[src/rtl/mvm_gate_scheduler_if.sv]
// mvm_gate_scheduler_if: requester-side bus of the gate scheduler
interface mvm_gate_scheduler_if #(
    parameter int NREQ     = 4,
    parameter int NCOL     = 16,
    parameter int NROW     = 16,
    parameter int BITWIDTH = 18,
    parameter int ID_W     = $clog2(NREQ),
    parameter int LAYER_W  = BITWIDTH * NROW
);
    logic [NREQ-1:0]          req;
    logic [NREQ-1:0]          grant;
    logic [NREQ-1:0]          done;
    logic [NCOL*BITWIDTH-1:0] x_vec;
    logic [LAYER_W-1:0]       res_vector;
    logic [ID_W-1:0]          res_id;
    modport master (output req, x_vec, input grant, done, res_vector, res_id);
    modport slave (input req, x_vec, output grant, done, res_vector, res_id);
endinterface

[src/rtl/mvm_gate_scheduler.sv]
// mvm_gate_scheduler: shares one matrix-vector engine between NREQ gate requesters
module mvm_gate_scheduler #(
    parameter int NROW          = 16,
    parameter int NCOL          = 16,
    parameter int QN            = 6,
    parameter int QM            = 11,
    parameter int DSP48_PER_ROW = 4,
    parameter int NREQ          = 4,
    parameter int TIMEOUT       = 255,
    parameter int BITWIDTH      = QN + QM + 1,
    parameter int ADDR_W        = $clog2(NCOL),
    parameter int ID_W          = $clog2(NREQ),
    parameter int LAYER_W       = BITWIDTH * NROW
) (
    input  logic                   clk,
    input  logic                   reset,
    mvm_gate_scheduler_if.slave    bus,
    output logic                   busy,
    output logic                   err_timeout,
    output logic                   eng_reset,
    input  logic [ADDR_W-1:0]      eng_colAddress,
    input  logic                   eng_dataReady,
    input  logic [LAYER_W-1:0]     eng_outputVector,
    output logic [BITWIDTH-1:0]    eng_inputVector,
    output logic [ID_W+ADDR_W-1:0] w_addr
);
    localparam int RUN_CYCLES = NCOL * DSP48_PER_ROW;
    localparam int WD_MAX     = (TIMEOUT > RUN_CYCLES) ? TIMEOUT : RUN_CYCLES;
    localparam int WD_W       = $clog2(WD_MAX + 1);

    typedef enum logic [1:0] {IDLE, RUN, DONE} state_t;

    state_t                   state, state_n;
    logic [ID_W-1:0]          ptr, id, pick, cand, next_id;
    logic                     found, wd_last;
    logic [WD_W-1:0]          wd;
    logic [NCOL*BITWIDTH-1:0] latched_vec;

    // first pending requester at or above the round-robin pointer, wrapping
    always_comb begin
        found = 1'b0;
        pick  = ptr;
        cand  = ptr;
        for (int k = 0; k < NREQ; k++) begin
            cand = ID_W'((int'(ptr) + k) % NREQ);
            if (!found && bus.req[cand]) begin
                found = 1'b1;
                pick  = cand;
            end
        end
    end

    assign next_id = ID_W'((int'(id) + 1) % NREQ);
    assign wd_last = (wd == WD_W'(TIMEOUT - 1));

    always_ff @(posedge clk) begin
        if (reset) state <= IDLE;
        else       state <= state_n;
    end

    always_comb begin
        state_n = state;
        case (state)
            IDLE:    state_n = found ? RUN : IDLE;
            RUN:     state_n = eng_dataReady ? DONE : (wd_last ? IDLE : RUN);
            DONE:    state_n = IDLE;
            default: state_n = IDLE;
        endcase
    end

    always_ff @(posedge clk) begin
        if (reset) begin
            bus.grant      <= '0;
            bus.done       <= '0;
            bus.res_vector <= '0;
            bus.res_id     <= '0;
            err_timeout    <= 1'b0;
            eng_reset      <= 1'b1;
            ptr            <= '0;
            id             <= '0;
            latched_vec    <= '0;
            wd             <= '0;
        end else begin
            bus.done <= '0;
            case (state)
                IDLE: if (found) begin
                    bus.grant   <= NREQ'(1) << pick;
                    id          <= pick;
                    latched_vec <= bus.x_vec;
                    eng_reset   <= 1'b0;
                    wd          <= '0;
                end
                RUN: begin
                    wd <= wd + 1'b1;
                    // a result arriving on the last watchdog cycle still wins
                    if (eng_dataReady) begin
                        bus.res_vector <= eng_outputVector;
                        bus.res_id     <= id;
                        bus.done       <= NREQ'(1) << id;
                        eng_reset      <= 1'b1;
                        ptr            <= next_id;
                    end else if (wd_last) begin
                        err_timeout <= 1'b1;
                        eng_reset   <= 1'b1;
                        bus.grant   <= '0;
                        ptr         <= next_id;
                    end
                end
                DONE: bus.grant <= '0;
                default: ;
            endcase
        end
    end

    assign busy            = (state != IDLE);
    assign eng_inputVector = latched_vec[int'(eng_colAddress) * BITWIDTH +: BITWIDTH];
    assign w_addr          = {id, eng_colAddress};
endmodule

[src/flat_wrapper.sv]
// flat-port wrapper written by rule: the top's interface ports become plain ports
module mvm_gate_scheduler_flat 
#(
    parameter int NROW          = 16,
    parameter int NCOL          = 16,
    parameter int QN            = 6,
    parameter int QM            = 11,
    parameter int DSP48_PER_ROW = 4,
    parameter int NREQ          = 4,
    parameter int TIMEOUT       = 255,
    parameter int BITWIDTH      = QN + QM + 1,
    parameter int ADDR_W        = $clog2(NCOL),
    parameter int ID_W          = $clog2(NREQ),
    parameter int LAYER_W       = BITWIDTH * NROW
)
  (clk, reset, busy, err_timeout, eng_reset, eng_colAddress, eng_dataReady, eng_outputVector, eng_inputVector, w_addr, bus_req, bus_x_vec, bus_grant, bus_done, bus_res_vector, bus_res_id);
  mvm_gate_scheduler_if #(.NREQ(NREQ), .NCOL(NCOL), .NROW(NROW), .BITWIDTH(BITWIDTH), .ID_W(ID_W), .LAYER_W(LAYER_W)) bus_i ();
  input  logic clk;
  input  logic reset;
  output logic busy;
  output logic err_timeout;
  output logic eng_reset;
  input  logic [ADDR_W-1:0] eng_colAddress;
  input  logic eng_dataReady;
  input  logic [LAYER_W-1:0] eng_outputVector;
  output logic [BITWIDTH-1:0] eng_inputVector;
  output logic [ID_W+ADDR_W-1:0] w_addr;
  input wire logic [$bits(bus_i.req)-1:0] bus_req;
  input wire logic [$bits(bus_i.x_vec)-1:0] bus_x_vec;
  output wire logic [$bits(bus_i.grant)-1:0] bus_grant;
  output wire logic [$bits(bus_i.done)-1:0] bus_done;
  output wire logic [$bits(bus_i.res_vector)-1:0] bus_res_vector;
  output wire logic [$bits(bus_i.res_id)-1:0] bus_res_id;
  assign bus_i.req = bus_req;
  assign bus_i.x_vec = bus_x_vec;
  assign bus_grant = bus_i.grant;
  assign bus_done = bus_i.done;
  assign bus_res_vector = bus_i.res_vector;
  assign bus_res_id = bus_i.res_id;
  mvm_gate_scheduler #(.NROW(NROW), .NCOL(NCOL), .QN(QN), .QM(QM), .DSP48_PER_ROW(DSP48_PER_ROW), .NREQ(NREQ), .TIMEOUT(TIMEOUT), .BITWIDTH(BITWIDTH), .ADDR_W(ADDR_W), .ID_W(ID_W), .LAYER_W(LAYER_W)) u_core (.clk(clk), .reset(reset), .bus(bus_i), .busy(busy), .err_timeout(err_timeout), .eng_reset(eng_reset), .eng_colAddress(eng_colAddress), .eng_dataReady(eng_dataReady), .eng_outputVector(eng_outputVector), .eng_inputVector(eng_inputVector), .w_addr(w_addr));
endmodule
[config.mk]
export PLATFORM = sky130hd
export DESIGN_NAME = mvm_gate_scheduler_flat
export DESIGN_NICKNAME = d
export VERILOG_FILES = /design/src/rtl/mvm_gate_scheduler_if.sv /design/src/rtl/mvm_gate_scheduler.sv /design/src/flat_wrapper.sv
export SDC_FILE = /design/constraint.sdc
export NUM_CORES = 1
export LEC_CHECK = 0
export ABC_AREA = 1
export BUFFER_PORTS_ARGS = -buffer_cell sky130_fd_sc_hd__buf_2
export CAP_MARGIN = 40
export CORE_AREA = 4 4 355 357
export DETAILED_ROUTE_END_ITERATION = 16
export DIE_AREA = 0 0 359 361
export GPL_TIMING_DRIVEN = 0
export HOLD_SLACK_MARGIN = 0.1
export PLACE_DENSITY_LB_ADDON = 0.3
export SLEW_MARGIN = 20
export SYNTH_ARGS = -nofsm -noshare
export SYNTH_HDL_FRONTEND = slang
export SYNTH_SLANG_ARGS = --single-unit
[constraint.sdc]
create_clock -name clk -period 2.6 [get_ports clk]
set_input_delay 0.13 -clock clk [delete_from_list [all_inputs] [get_ports clk]]
set_output_delay 0.13 -clock clk [all_outputs]
set_load 0.02 [all_outputs]
# Word-level counts from Yosys, hierarchy flattened
# Index checks and enable logic that the tools add are counted.
totals:
  reg_bits: 602
  latchBits: 0
  ramBits: 0
  rom_bits: 0
  inputBits: 587
  output_inout_bits: 325
  elab_cells: 83
  n_memories: 0
op_classes:
  addsub: 5
  mul: 1
  div_mod_pow: 0
  magnitude_cmp: 4
  n_eq_ne: 7
  shift: 3
  n_mux: 31
  bitwise_logic: 2
  n_reduce_logical: 19
ops:
  columns: ["operator", "n"]
  rows:
  - ["$shiftx 288x32->18", 1]
  - ["$pmux 8 s2", 1]
  - ["$mux 1", 13]
  - ["$lt 2x3->1 const B", 4]
  - ["$mux 2", 6]
  - ["$mux 4", 3]
  - ["$pmux 4 s3", 1]
  - ["$add 8x1->8 const B", 1]
  - ["$bmux 1 s2", 4]
  - ["$eq 8x8->1 const B", 1]
  - ["$mul 4x4->8 const B", 1]
  - ["$mux 8", 1]
  - ["$reduce_and 2->1", 4]
  - ["$shl 1x2->4 const A", 2]
  - ["$reduce_and 3->1", 2]
  - ["$reduce_bool 2->1", 3]
  - ["$add 2x1->2 const B", 2]
  - ["$add 2x2->2 const B", 2]
  - ["$ne 2x1->1 const B", 2]
  - ["$pmux 2 s2", 1]
  - ["$reduce_and 4->1", 1]
  - ["$logic_and 1x1->1", 3]
  - ["$logic_not 1->1", 3]
  - ["$ne 3x2->1 const B", 1]
  - ["8 further kinds", 9]

# Longest topological paths before layout
# Gate-level depths: netlist of the first run.
logic_depth:
  depth_word: 15
  ltp_mapped: 15
  ltp_nobuf: 13

# Worst setup path after synthesis of the first run
# Ideal clock, no wire load.
synth_timing:
  path_type: "register to register"
  from: "register u_core.state[1]"
  to: "register u_core.bus.res_vector[207]"
  setup_ns: 0.064
  t_arrival_ns: 1.715
  required_time_ns: 2.536
  path_slack_ns: 0.821
  stages_incl_launch_ff: 10
  path_buffers: 3
  period_less_slack_ns: 1.779
  cell_sequence: "dfxtp_1 > inv_1 > ha_1 > nand2_1 > inv_1 > clkbuf_1 > clkbuf_1 > clkbuf_1 > nor2_1 > nor2_1"
synth_between:
  elab_chain_len: 2
synth_rtl:
  columns: ["item", "line_no", "rtl"]
  rows:
  - ["from (decl)", "mvm_gate_scheduler.sv:33", "state_t state, state_n;"]
  - ["from (signal assigned)", "mvm_gate_scheduler.sv:58", "else state <= state_n;"]
  - ["$eq 2x1->1", "mvm_gate_scheduler.sv:85", "case (state)"]
  - ["$reduce_and 2->1 (no source line)", null, null]
  - ["to (signal assigned)", "mvm_gate_scheduler.sv:97", "bus.res_vector <= eng_outputVector;"]
  - ["to (decl)", "mvm_gate_scheduler_if.sv:17", "modport slave (input req, x_vec, output grant, done, res_vector, res_id);"]
# Every way passes these cells.
# A chain may end at the register's enable or synchronous reset.

# Worst setup path in the final report of the first run
layout_timing:
  from: "input eng_colAddress[0]"
  to: "output eng_inputVector[7]"
layout_between:
  elab_chain_len: 2
layout_rtl:
  columns: ["item", "line_no", "rtl"]
  rows:
  - ["from (decl)", "flat_wrapper.sv:23", "input logic [ADDR_W-1:0] eng_colAddress;"]
  - ["$mul 4x4->8", "mvm_gate_scheduler.sv:116", "assign eng_inputVector = latched_vec[int'(eng_colAddress) * BITWIDTH +: BITWIDTH];"]
  - ["$shiftx 288x32->18", "mvm_gate_scheduler.sv:116", null]
  - ["to (decl)", "flat_wrapper.sv:26", "output logic [BITWIDTH-1:0] eng_inputVector;"]
# Every way passes these cells.

==> results of run 1 <==
-- worst min-delay path by stage --
stage                                 to            startpoint  depth (start not counted)  slack, ns
3_5_place_dp   u_core.bus.res_vector[15]  eng_outputVector[15]                          3       0.39
6_report             u_core.bus.grant[0]                 reset                          3       0.17
5_1_grt                  u_core.state[0]                 reset                          3       0.18
2_1_floorplan    u_core.latched_vec[202]        bus_x_vec[202]                          2       0.29
3_3_place_gp   u_core.bus.res_vector[46]  eng_outputVector[46]                          3       0.38
4_1_cts              u_core.bus.grant[0]                 reset                          3       0.12
-- placed cells by master (no fill, tap or decap), drive strengths merged, types with 5 or more instances in the layout --
cell type,count
ha,5
nor2,1023
buf,999
clkinv,20
dfxtp,602
mux2i,72
diode,26
clkbuf,270
nand3,39
bufinv,5
clkinvlp,6
nand2,112
a21oi,159
dlygate4sd3,577
inv,108
o211ai,73
nand4,5
o21ai,678
-- routing by layer --
layer / vias up / global-route usage [%] / part of all wire (%)
met3: 281 / 7.64 / 10
met1: 13294 / 25.4 / 39
met4: 22 / 8.83 / 4.2
met2: 1326 / 35.9 / 46
li1: 13496 / - / -
met5: - / 0 / 0.081
-- registers in the layout, indices dropped and copies added (netlist names), 2 cells and up --
name,cells
u_core.bus.grant,4
u_core.bus.res_id,2
u_core.bus.res_vector,288
u_core.state,2
u_core.wd,8
u_core.id,2
u_core.latched_vec,288
u_core.ptr,2
u_core.bus.done,4
-- stage by stage --
step                hold slack (ns)  std cells  total power [W]  util (%)
detailed placement            0.388       5688           0.0175      24.7
CTS                           0.125       6401           0.0292      31.5
global placement              0.380       5677           0.0174      24.6
global route                  0.183       6413           0.0304      31.5
floorplan                     0.294       3132           0.0146         -
finish                        0.175       6427           0.0290      31.6
-- worst max-delay path, cell delays in order --
cell	delay, ns
sky130_fd_sc_hd__clkbuf_1	0.24
sky130_fd_sc_hd__clkbuf_1	0.32
sky130_fd_sc_hd__buf_2	0.55
sky130_fd_sc_hd__mux2i_1	0.24
sky130_fd_sc_hd__o211ai_1	0.27
sky130_fd_sc_hd__nand3_1	0.24
sky130_fd_sc_hd__nand2_1	0.20
sky130_fd_sc_hd__buf_2	0.19
-- timing repair --
item	CTS	global route
hold endpoints to repair	580	0
endpoints found under the setup margin	232	163
gates cloned	0	0
gates resized for setup	17	39
hold buffers	577	0
-- power groups by stage --
stage	clock network (W)	registers (W)	logic [W]
floorplan	0	0.0116	0.00299
global placement	0	0.0112	0.00624
detailed placement	0	0.0112	0.00627
CTS	0.0111	0.0110	0.00707
global route	0.0115	0.0112	0.00775
finish	0.0109	0.0110	0.00709
-- layout make-up --
type                       count  area, um^2
tap                         1637        2050
fill                       13265       84200
clock inverter                34         432
sequential                   602       12100
antenna                       26        65.1
buffer                       249        1200
clock buffer                 102        2100
inverter                     105         394
timing repair buffer        1496       10400
multi-input combinational   2176       10100
-- cell families after synthesis --
logic type,share of synthesized area [%]
buffers and inverters,6.45
AOI/OAI and AO/OA,20.1
DFF,50.9
and+or+nand+nor,19.2
muxes,3.04
adders and majority gates,0.264
==> results by group, run 1 <==
Run status
  – Run status: finished, final reports clean

Layout
  – Share of post-route cells with drive strength above 1: 24.4%
  – Fin nets: 5298
  – Area growth from synthesis to final layout: 64.0%
  – Final non-filler cell area: 0.0388 mm^2

Clocking
  – Clock tree from TritonCTS: done
  – Total setup buffers inserted after CTS: 0
  – Insertion delay of the later-clocked pin in the worst-skew pair: 0.66 ns
  – Number of CTS-inserted buffers: 76
  – TritonCTS Sinks: 602
  – Number of levels the H-tree was split into: 3
  – Clock Tree Buf Depth: 3
  – Root Buffer: sky130_fd_sc_hd__clkbuf_16
  – Clock slew at the register clock pins of the worst setup and hold paths: 0.05 ns

Floorplan
  – Boundary Pins: 912
  – Placement row count: 129
  – Chip height: 361 um
  – Total die area: 0.130 mm^2
  – CORE AREA: 0.123 mm^2
  – Die width: 359 um
  – Starting density of the core: 19.2%

Setup path
  – Critical path origin: eng_colAddress[0]
  – Startpoint of the worst-slack reg-to-reg timing path: u_core.ptr[1]
  – End of the worst register-to-register path: u_core.latched_vec[185]
  – Endpoint class of the critical path: output port
  – Crit path capture: eng_inputVector[7]
  – CP Data Required Time: 2.47 ns
  – Critical Path Fanout Max: 10
  – Setup slack, reg-to-reg: 0.15 ns
  – Arrival time at the worst endpoint: 2.40 ns
  – Worst setup SP type: primary input
  – Critical path type: in -> out
  – Worst-case reg-to-reg path depth: 13

STA
  – Number of hold violations in the final report: 0
  – Worst slew pin tran: 0.901 ns
  – Final setup violation count: 0
  – Final period util: 97.2%
  – Post-route clock skew: 0.0430 ns
  – Fmax: 396 MHz
  – Post-Route Setup TNS: 0 ns
  – Slew Viols, Final: 0
  – Final critical-path setup slack: 0.0718 ns
  – Worst max-slew margin expressed relative to the limit: 39.9%
  – Minimum period implied by the final worst setup slack: 2.53 ns
  – Setup repair after global routing missed its margin: no

Synth
  – Share of synthesized area occupied by flip-flops and latches: 50.9%
  – Dominant synthesized flop cell: sky130_fd_sc_hd__dfxtp_1
  – Yosys warns: 0
  – Dominant cell by count in the synthesized netlist: sky130_fd_sc_hd__nor2_1
  – Total standard cell area after synthesis: 0.0237 mm^2
  – Net count after synthesis: 3724
  – Async set or reset register ratio after synthesis: 0%
  – Mean instance size in the synthesized netlist: 7.56 um^2
  – Post-synthesis cell type count: 27
  – FF+latch count, synth: 602
  – Area share of the largest cell type after synthesis: 50.9%
  – Cell taking the most area after synthesis: sky130_fd_sc_hd__dfxtp_1
  – Number of flops mapped to enable cells by yosys: 0
  – Area contributors post-synth: sky130_fd_sc_hd__dfxtp_1 51%, sky130_fd_sc_hd__nor2_1 16%, sky130_fd_sc_hd__o21ai_0 14%
  – Cells after Synth: 3132
  – Commonest cells in the netlist: 1022 x sky130_fd_sc_hd__nor2_1, 675 x sky130_fd_sc_hd__o21ai_0, 602 x sky130_fd_sc_hd__dfxtp_1

Detailed routing
  – Mean number of vias per cell: 4.42
  – Number of iterations in the first detailed-routing pass: 6
  – Final routed wirelength across all metal layers: 147000 um
  – Count of routing violations after the opening detailed-route iteration: 2272
  – Average wire length per cell after detail routing: 22.8 um
  – Number of antenna-violating nets in the routed design: 0
  – Total DRC errors in the routed layout: 0
  – Via Count: 28419

Power
  – Sequential power share: 38.0%
  – Switching fraction of total power: 33.8%
  – VDD IR max: 0.465 mV
  – Net load switching power: 0.00981 W
  – Cell internal power dissipation: 0.0192 W
  – Logic pwr share: 24.4%
  – Power per standard cell area: 748 mW/mm^2
  – Power share of the clock group: 37.6%
  – Leakage power total: 17.4 nW

Global routing
  – Residual overflow from global routing: 0
  – Antenna violations before repair: 46
  – GRT Total Usage: 21.6%
  – First-pass GRT wire length: 205000 um
  – Pin count of the biggest net entering global routing: 14
  – Via count of the first global-routing pass: 28576

Placement
  – Count of input and output buffers: 908
  – Placer congestion estimate: 0.989
  – Post-detail-place hpwl: 118000 um
  – Pre-CTS setup slack: -0.924 ns
  – Instance area at placement: 0.0304 mm^2

Run
  – Max capacitance violation total: 0

Worst hold path
  – Type of the tightest min-delay check: in -> reg
Power figures use the tool's default switching activity.
==> run 2: changes to the inputs <==
CELL_PAD_IN_SITES_DETAIL_PLACEMENT = 0   (was default)
CELL_PAD_IN_SITES_GLOBAL_PLACEMENT = 2   (was default)
CORE_AREA = 4 4 353 355   (was 4 4 355 357)
DIE_AREA = 0 0 357 359   (was 0 0 359 361)
==> run 2 against run 1 <==
  * Die area shrank 1.1%
  * Utilization grew 0.49 points
  * Global-route usage grew 1.6 points
  * Critical endpoint is now eng_inputVector[4]
  * Largest cell class unchanged
==> results by group, run 2 (synthesis gave the netlist of run 1 again) <==
Layout
  – Leading cell types in the layout, fill and taps excluded: 1022 x sky130_fd_sc_hd__nor2_1, 966 x sky130_fd_sc_hd__buf_2, 667 x sky130_fd_sc_hd__o21ai_0, 602 x sky130_fd_sc_hd__dfxtp_1, 578 x sky130_fd_sc_hd__dlygate4sd3_1 (was 1022 x sky130_fd_sc_hd__nor2_1, 968 x sky130_fd_sc_hd__buf_2, 667 x sky130_fd_sc_hd__o21ai_0, 602 x sky130_fd_sc_hd__dfxtp_1, 577 x sky130_fd_sc_hd__dlygate4sd3_1)
  – Fin nets: 5298 (unchanged)
  – Share of post-route cells with drive strength above 1: 24.6% (was 24.4%)
  – Most common cell after layout, fill and taps aside: sky130_fd_sc_hd__nor2_1 (unchanged)
  – Regs by FF count: u_core.bus.res_vector x288, u_core.latched_vec x288, u_core.wd x8 (unchanged)
  – Number of fillers in the final layout: 13571 (was 13265)
  – Area growth from synthesis to final layout: 64.4% (was 64.0%)
  – Final non-filler cell area: 0.0389 mm^2 (was 0.0388 mm^2)
  – Non-filler instance count after layout: 6433 (was 6427)

Clocking
  – Number of levels the H-tree was split into: 3 (unchanged)
  – Insertion delay of the later-clocked pin in the worst-skew pair: 0.63 ns (was 0.66 ns)
  – Number of CTS-inserted buffers: 78 (was 76)
  – Clock slew at the register clock pins of the worst setup and hold paths: 0.06 ns (was 0.05 ns)
  – Clock tree from TritonCTS: done (unchanged)
  – Root Buffer: sky130_fd_sc_hd__clkbuf_16 (unchanged)
  – Clock Tree Buf Depth: 3 (unchanged)
  – TritonCTS Sinks: 602 (unchanged)

Global routing
  – GRT Total Usage: 23.2% (was 21.6%)
  – Pin count of the biggest net entering global routing: 16 (was 14)
  – First-pass GRT wire length: 212000 um (was 205000 um)
  – Antenna violations before repair: 71 (was 46)
  – Residual overflow from global routing: 0 (unchanged)
  – Via count of the first global-routing pass: 28395 (was 28576)

Placement
  – Count of input and output buffers: 908 (unchanged)
  – Placed cells: 5671 (was 5688)
  – Placer congestion estimate: 0.916 (was 0.989)
  – Instance area at placement: 0.0303 mm^2 (was 0.0304 mm^2)
  – Post-detail-place hpwl: 126000 um (was 118000 um)

Power
  – Power share of the clock group: 38.0% (was 37.6%)
  – Switching fraction of total power: 33.2% (was 33.8%)
  – Sequential power share: 37.6% (was 38.0%)
  – Net load switching power: 0.00974 W (was 0.00981 W)
  – Logic pwr share: 24.4% (about the same)
  – VDD IR max: 0.512 mV (was 0.465 mV)
  – Leakage power total: 17.5 nW (was 17.4 nW)
  – Power per standard cell area: 755 mW/mm^2 (was 748 mW/mm^2)
  – Cell internal power dissipation: 0.0196 W (was 0.0192 W)

STA
  – Post-route clock skew: 0.0174 ns (was 0.0430 ns)
  – Final setup violation count: 0 (unchanged)
  – Minimum period implied by the final worst setup slack: 2.59 ns (was 2.53 ns)
  – Setup repair after global routing missed its margin: yes (was no)
  – Number of hold violations in the final report: 0 (unchanged)
  – Slew Viols, Final: 0 (unchanged)
  – Worst max-slew margin expressed relative to the limit: 45.1% (was 39.9%)
  – Worst slew pin tran: 0.824 ns (was 0.901 ns)
  – Fmax: 387 MHz (was 396 MHz)
  – Final period util: 99.5% (was 97.2%)

Setup path
  – Critical Path Fanout Max: 10 (unchanged)
  – Worst setup SP type: primary input (unchanged)
  – Critical path origin: eng_colAddress[0] (unchanged)
  – Slowest stage cell on the critical path: sky130_fd_sc_hd__buf_2 (unchanged)
  – Largest stage delay on the critical path: 0.58 ns (was 0.55 ns)
  – Critical path type: in -> out (unchanged)
  – CP Data Required Time: 2.47 ns (about the same)
  – Startpoint of the worst-slack reg-to-reg timing path: u_core.state[1] (was u_core.ptr[1])
  – CP cell instances: clkbuf_1, buf_2, mux2i_1, o21ai_0, o211ai_1, nand2_1, buf_2 (was clkbuf_1, clkbuf_1, buf_2, mux2i_1, o211ai_1, nand3_1, nand2_1, buf_2)
  – Setup slack, reg-to-reg: 0.17 ns (was 0.15 ns)
  – Arrival time at the worst endpoint: 2.46 ns (was 2.40 ns)
  – Endpoint class of the critical path: output port (unchanged)
  – Most common cell type on the critical path: sky130_fd_sc_hd__buf_2

Floorplan
  – Placement row count: 128 (was 129)
  – Total die area: 0.128 mm^2 (was 0.130 mm^2)
  – Chip height: 359 um (was 361 um)
  – CORE AREA: 0.121 mm^2 (was 0.123 mm^2)
  – Starting density of the core: 19.5% (was 19.2%)
  – Die width: 357 um (was 359 um)
  – Boundary Pins: 912 (unchanged)

Detailed routing
  – Final routed wirelength across all metal layers: 155000 um (was 147000 um)
  – Number of iterations in the first detailed-routing pass: 5 (was 6)
  – Total DRC errors in the routed layout: 0 (unchanged)
  – Via Count: 27726 (was 28419)
  – Number of antenna-violating nets in the routed design: 0 (unchanged)
  – Count of routing violations after the opening detailed-route iteration: 1631 (was 2272)
  – Mean number of vias per cell: 4.31 (was 4.42)
  – Average wire length per cell after detail routing: 24.0 um (was 22.8 um)

Worst hold path
  – Start point of the worst hold path: eng_outputVector[235] (was reset)
  – Type of the tightest min-delay check: in -> reg (unchanged)

Run
  – Max capacitance violation total: 0 (unchanged)

Run status
  – Run status: finished, final reports clean (unchanged)
-- run 2: routing by layer --
layer	vias up	track usage, %	part of all wire [%]
met1	13059	25.6	38
met3	212	7.15	8.1
li1	13513	-	-
met5	-	0	0.047
met2	930	42.1	50
met4	12	7.47	3.5
-- run 2: cell type report --
class / count / area [um^2] / area share, %
sequential: 602 / 12100 / 31.0
timing repair buffer: 1495 / 10400 / 26.8
multi-input combinational: 2176 / 10100 / 25.9
clock buffer: 115 / 2340 / 6.02
tap: 1625 / 2030 / 5.23
buffer: 248 / 1180 / 3.05
inverter: 105 / 394 / 1.01
clock inverter: 27 / 270 / 0.695
antenna: 40 / 100 / 0.257
-- run 2: power groups by stage --
stage               Combinational, W  Sequential [W]  Clock [W]
floorplan                    0.00299          0.0116          0
global placement             0.00639          0.0112          0
detailed placement           0.00642          0.0112          0
CTS                          0.00724          0.0110     0.0115
global route                 0.00785          0.0112     0.0118
finish                       0.00717          0.0110     0.0112
-- run 2: final timing paths --
path | depth (start not counted) | to
min | 4 | u_core.bus.res_vector[235]
max reg2reg | 9 | u_core.bus.res_vector[185]
min reg2reg | 2 | u_core.latched_vec[166]
max | 7 | eng_inputVector[4]
-- run 2: metrics by stage --
stage	hold WS [ns]	TNS (ns)	setup WS, ns	util [%]	power [W]
floorplan	0.294	0	0.821	-	0.0146
global placement	0.381	-107.40	-0.761	24.9	0.0176
detailed placement	0.385	-36.00	-0.468	25.0	0.0176
CTS	0.211	0	0.000246	31.9	0.0298
global route	0.277	-0.00700	-0.00700	32.0	0.0308
finish	0.285	0	0.0142	32.1	0.0294
-- run 2: repair_timing --
action / 4_1_cts / 5_1_grt
pin swaps: 1 / 0
gates resized for setup: 15 / 44
buffers inserted: 0 / 0
endpoints found under the setup margin: 213 / 260
gates cloned: 0 / 0
hold buffers: 578 / 0
hold endpoints to repair: 587 / 0
-- run 2: worst max-delay path: cells and delay by family --
| family | cells | cell delay [ns] |
|---|---|---|
| compound gates | 2 | 0.78 |
| buf+inv | 3 | 1.04 |
| mux | 1 | 0.30 |
| simple gates | 1 | 0.20 |
